==> src/rtl/axi_embed_tlast.sv <==
// In-band tlast encoder: marks end-of-packet beats (and data that collides with
// the escape word) with an ESC + flag prefix so tlast survives a tlast-less link.
//
// state  | meaning
// IDLE   | pass-through; accepts upstream beats when the output slot is free
// FLAG   | ESC has been loaded; next free slot carries FLAG_LAST or FLAG_EMU
// DATA   | flag has been loaded; next free slot carries the held data beat
module axi_embed_tlast #(
  parameter int WIDTH = 64
) (
  input  logic             clk,
  input  logic             reset,
  input  logic             clear,
  input  logic [WIDTH-1:0] i_tdata,
  input  logic             i_tlast,
  input  logic             i_tvalid,
  output logic             i_tready,
  output logic [WIDTH-1:0] o_tdata,
  output logic             o_tvalid,
  input  logic             o_tready
);

  localparam logic [WIDTH-1:0] ESC       = 64'hDEADBEEFFEEDCAFE;
  localparam logic [WIDTH-1:0] FLAG_LAST = {{(WIDTH-1){1'b0}}, 1'b1};
  localparam logic [WIDTH-1:0] FLAG_EMU  = '0;

  typedef enum logic [1:0] {
    S_IDLE = 2'd0,
    S_FLAG = 2'd1,
    S_DATA = 2'd2
  } state_t;

  state_t           state_q, state_d;
  logic [WIDTH-1:0] o_tdata_q, o_tdata_d;
  logic             o_tvalid_q, o_tvalid_d;
  logic [WIDTH-1:0] hold_data_q, hold_data_d;
  logic             hold_last_q, hold_last_d;

  logic slot_free;
  logic in_idle;
  logic accept;
  logic need_esc;

  assign slot_free = ~o_tvalid_q | o_tready;
  assign in_idle   = (state_q == S_IDLE);
  // accept is built from state and slot_free directly so it never depends on i_tready
  assign accept    = i_tvalid & in_idle & slot_free;
  assign need_esc  = i_tlast | (i_tdata == ESC);

  assign o_tdata  = o_tdata_q;
  assign o_tvalid = o_tvalid_q;

  always_ff @(posedge clk or negedge reset) begin
    if (!reset) begin
      state_q     <= S_IDLE;
      o_tdata_q   <= '0;
      o_tvalid_q  <= 1'b0;
      hold_data_q <= '0;
      hold_last_q <= 1'b0;
    end else if (clear) begin
      state_q     <= S_IDLE;
      o_tdata_q   <= '0;
      o_tvalid_q  <= 1'b0;
      hold_data_q <= '0;
      hold_last_q <= 1'b0;
    end else begin
      state_q     <= state_d;
      o_tdata_q   <= o_tdata_d;
      o_tvalid_q  <= o_tvalid_d;
      hold_data_q <= hold_data_d;
      hold_last_q <= hold_last_d;
    end
  end

  always_comb begin
    state_d = state_q;
    case (state_q)
      S_IDLE:  if (accept && need_esc) state_d = S_FLAG;
      S_FLAG:  if (slot_free) state_d = S_DATA;
      S_DATA:  if (slot_free) state_d = S_IDLE;
      default: state_d = S_IDLE;
    endcase
  end

  always_comb begin
    i_tready    = 1'b0;
    o_tdata_d   = o_tdata_q;
    o_tvalid_d  = o_tvalid_q;
    hold_data_d = hold_data_q;
    hold_last_d = hold_last_q;
    case (state_q)
      S_IDLE: begin
        i_tready = slot_free;
        if (accept) begin
          o_tvalid_d = 1'b1;
          if (need_esc) begin
            o_tdata_d   = ESC;
            hold_data_d = i_tdata;
            hold_last_d = i_tlast;
          end else begin
            o_tdata_d = i_tdata;
          end
        end else if (slot_free) begin
          o_tvalid_d = 1'b0;
        end
      end
      S_FLAG: begin
        if (slot_free) begin
          o_tdata_d  = hold_last_q ? FLAG_LAST : FLAG_EMU;
          o_tvalid_d = 1'b1;
        end
      end
      S_DATA: begin
        if (slot_free) begin
          o_tdata_d  = hold_data_q;
          o_tvalid_d = 1'b1;
        end
      end
      default: begin
        o_tvalid_d = 1'b0;
      end
    endcase
  end

endmodule

==> config.mk <==
export PLATFORM = sky130hd
export DESIGN_NAME = axi_embed_tlast
export DESIGN_NICKNAME = d
export VERILOG_FILES = /design/src/rtl/axi_embed_tlast.sv
export SDC_FILE = /design/constraint.sdc
export NUM_CORES = 1
export LEC_CHECK = 0
export ABC_AREA = 0
export BUFFER_PORTS_ARGS = -buffer_cell sky130_fd_sc_hd__buf_2
export CAP_MARGIN = 20
export CELL_PAD_IN_SITES_DETAIL_PLACEMENT = 2
export CELL_PAD_IN_SITES_GLOBAL_PLACEMENT = 2
export CORE_MARGIN = 2
export CORE_UTILIZATION = 31
export DETAILED_ROUTE_END_ITERATION = 10
export PLACE_DENSITY_LB_ADDON = 0.1
export REMOVE_ABC_BUFFERS = 1
export SYNTH_ARGS = -nofsm -noshare
export SYNTH_HDL_FRONTEND = slang
export SYNTH_SLANG_ARGS = --single-unit
==> constraint.sdc <==
create_clock -name clk -period 2.75 [get_ports clk]
set_input_delay 0.275 -clock clk [delete_from_list [all_inputs] [get_ports clk]]
set_output_delay 0.275 -clock clk [all_outputs]
set_load 0.03 [all_outputs]
==> results.md <==
Synthesis:
- The post-synthesis sequential element count is 132.
- The netlist uses 38 different library cells.
- Summing every instance area after synthesis gives 0.00650 mm².
- The number of synthesis warnings is 0.
- By area the synthesized netlist is led by dfrtp_1 (51%), nand2_1 (11%), o311ai_0 (6.5%).
- The biggest area contributor in the post-synthesis netlist is dfrtp_1.
- The top-area cell type share of the netlist area is 50.8%.
- The most used flip-flop cell after synthesis is dfrtp_1.
- The sequential element share of the synthesized area is 50.8%.
- The share of flip-flops with an asynchronous set or reset is 100%.
- Synthesis produced 732 cells.
- The average footprint of a synthesized cell is 8.88 µm².
- The number of enable-type register cells in the synthesized netlist is 0.

Worst setup path:
- For the worst setup path, the data required time is 3.10 ns.
- The critical path's slowest cell is o21ba_2.
- Along the worst path, the maximum fanout reaches 16.
- For the worst setup path, the data arrival time is 2.82 ns.
- The critical path is of the reg -> reg type.
- STA classifies the critical path endpoint as a register.
- The signal on the critical path passes through inv_1 > ha_4 > nor2b_1 > o21ba_2 > buf_4 > o311ai_0 > nand2_1.
- The peak per-stage delay on the critical path is 0.56 ns.
- The critical path launch point type is a register.

Clock network:
- The quantity of gates resized following cts is 0.
- Clock tree synthesis found a total of 132 sinks.
- The clock reaches the later pin of the worst-skew pair after 0.42 ns.
- The TritonCTS clock tree is yes.
- No sink is reached through more buffers than the 2 on the longest clock path.
- The root buffer cell is clkbuf_16.
- The number of H-tree levels is 4.
- Clock-pin slew was measured on the worst setup and hold paths at 0.06 ns.
- The total CTS buffers is 17.

Routing:
- The post-detailed-route count of antenna-violating nets is 0.
- The routed wire length is 23500 µm.
- The count of unresolved DRC violations after routing is 0.
- The pre-antenna-repair detailed-routing pass consisted of 4 iterations.
- The via count of the routed design is 6147.
- The first routing iteration left 310 violations.
- The via-per-instance ratio is 5.53.
- Dividing the detail-routed wire length by the instance count gives 21.2 µm.

Run status:
- The flow ran to the end, and the final reports show no timing, DRC or antenna violations.

Timing:
- Of the available clock period, the critical path in the final layout requires 89.5%.
- Based on the critical path, the design can be clocked at up to 406 MHz.
- The max-slew violation count is 0.
- Setup repair after global routing left no endpoint under its margin.
- The total of endpoints with negative setup slack in the final report is 0.
- After layout, the minimum clock period comes to 2.46 ns.
- The actual slew at the worst max-slew pin is 0.998 ns.
- After routing, the total negative slack on setup checks comes to 0 ns.
- In this run the tightest slew margin relative to its limit is 33.4%.
- The total count of hold-check failures in the final report is 0.
- Clock skew on the completed layout was measured at 0.00744 ns.
- Final hold analysis gives a worst-case slack of 0.126 ns.

Power:
- The power spent charging and discharging nets is 1.85 mW.
- The switching share of power is 33.2%.
- Per report_power, the sequential group accounts for 40.1% of the total.
- The worst-case IR drop observed on VDD is 369 µV.
- The logic gate share of total power is 22.8%.
- Internal power comes to 3.72 mW.
- The static power due to leakage is 3.60 nW.
- The power per cell area is 699 mW/mm².
- Of the total power, the clock network draws 37.2%.
- The total chip power is 5.57 mW.

Global routing:
- The overall routing resource usage is 22.1%.
- The leftover overflow at the end of global routing is 0.
- Entering global routing, the biggest net connects 117 pins.
- The via count of the first global-routing pass is 6828.
- The number of antenna violations at the first check in global routing was 1.
- The first global-routing pass estimated 38400 µm of wire.

Floorplan:
- The number of core rows is 52.
- Once the floorplan was initialized, standard cells occupied 31.8% of the core.
- The floorplan step defined a die boundary enclosing 0.0222 mm².
- In this run the count of I/O pins placed on the die edge is 136.
- From bottom edge to top edge, the die measures 149 µm.
- The core region area is 0.0204 mm².
- The floorplan die width is 149 µm.

Flow run:
- Across the run, the number of max-cap violations was 0.

Placed design:
- After legalization and detailed placement, the total HPWL measured 15100 µm.
- Routability-driven placement finished with a final weighted congestion of 0.790.
- The number of input and output port buffers inserted is 135.

Hold path:
- The tightest min-delay check is of the in -> reg type.

Cells and area:
- The number of nets in the layout is 907.
- Fill cells in the final layout number 2306.
- The area growth from synthesis to layout is 22.6%.
- Cells with a size suffix above 1 make up 23.2% of the layout.
[sequential cells by signal (all words and copies together), names as in the netlist]
| register | cells |
|---|---|
| hold_data_q | 64 |
| o_tdata | 64 |
| state_q | 2 |
| hold_last_q | 1 |
| o_tvalid | 1 |
[power groups by stage]
stage / clock [mW] / sequential (mW) / combinational, mW
detailed placement: 0 / 2.27 / 1.28
finish: 2.07 / 2.23 / 1.27
floorplan: 0 / 2.51 / 0.458
global placement: 0 / 2.26 / 1.24
global route: 2.20 / 2.26 / 1.39
CTS: 2.12 / 2.24 / 1.29
[placed cells by master (no fill, tap or decap), drive strengths merged, types with 2 or more instances in the layout]
cell,instances
nor4b,15
nand4b,7
a221o,15
o311ai,48
nor4,4
ha,5
nand4,5
and3,2
clkbuf,23
inv,2
nor2,2
o21ai,67
dfrtp,132
nand2,194
buf,158
clkinv,4
nand4bb,3
nand3,66
o21bai,3
a21oi,69
nand2b,2
[Yosys cell counts (all sizes together) (2+ instances only)]
library cell,number
nor4b,15
a21oi,69
nor2,2
nand2b,2
nor4,4
and3,2
nand4,5
nand4bb,3
inv,2
nand2,194
ha,5
buf,16
dfrtp,132
o21ai,67
nand4b,7
o311ai,48
clkbuf,62
o21bai,3
a221o,15
nand3,66
[worst max-delay path: cells and delay by family (launching register included)]
kind,cells,cell delay (ns)
flops,1,0.49
fa+ha+maj,1,0.30
buf+inv,2,0.42
compound gates,2,0.73
simple gates,2,0.44
[routing by layer]
| metal | GRT usage, % | up-vias | part of all wire [%] |
|---|---|---|---|
| met5 | 0 | - | 0 |
| met4 | 6.00 | 0 | 1.2 |
| met3 | 3.76 | 23 | 4.0 |
| met2 | 37.2 | 127 | 49 |
| met1 | 29.6 | 3161 | 46 |
| li1 | - | 2836 | - |
[cell type report]
cell class | count | area, µm² | area share (%)
clock buffer | 23 | 498 | 6.25
multi-input combinational | 520 | 2880 | 36.1
inverter | 2 | 7.51 | 0.0942
timing repair buffer | 159 | 915 | 11.5
clock inverter | 5 | 27.5 | 0.345
sequential | 132 | 3300 | 41.4
tap | 270 | 338 | 4.24
antenna | 1 | 2.50 | 0.0314
[timing repair]
| action | 4_1_cts | 5_1_grt |
|---|---|---|
| buffers inserted | 0 | 0 |
| hold buffers | 1 | 0 |
| endpoints found under the hold margin | 55 | 0 |
[kinds of logic after synthesis]
logic type,count (synthesis),synth area share [%]
and+or+nand+nor,305,21.8
DFF,132,50.8
adders and majority gates,5,0.962
AOI/OAI and AO/OA,210,20.7
buffers and inverters,80,5.71
[final timing paths]
kind / startpoint / end / slack [ns] / cells past startpoint
worst min-delay path: i_tdata[17] / hold_data_q[17]$_DFFE_PN0P_ / 0.13 / 3
worst max register to register: state_q[0]$_DFFE_PN0P_ / o_tdata[42]$_DFFE_PN0P_ / 0.29 / 7
min in group asynchronous: reset / o_tdata[28]$_DFFE_PN0P_ / 0.40 / 2
worst min register to register: o_tdata[37]$_DFFE_PN0P_ / o_tdata[37]$_DFFE_PN0P_ / 0.47 / 2
worst max-delay path: state_q[0]$_DFFE_PN0P_ / o_tdata[42]$_DFFE_PN0P_ / 0.29 / 7
max in group asynchronous: reset / o_tdata[5]$_DFFE_PN0P_ / 1.54 / 3
[metrics by stage]
step	instance area, µm²	utilization (%)	instances	worst slack, ns
2_1_floorplan	6140	-	654	-1.84
3_3_place_gp	7430	36.4	1082	0.448
3_5_place_dp	7430	36.4	1082	0.334
4_1_cts	7970	39.0	1111	0.284
5_1_grt	7970	39.0	1111	0.180
6_report	7970	39.0	1112	0.288
Note: power is estimated with default switching activity, not from simulation.
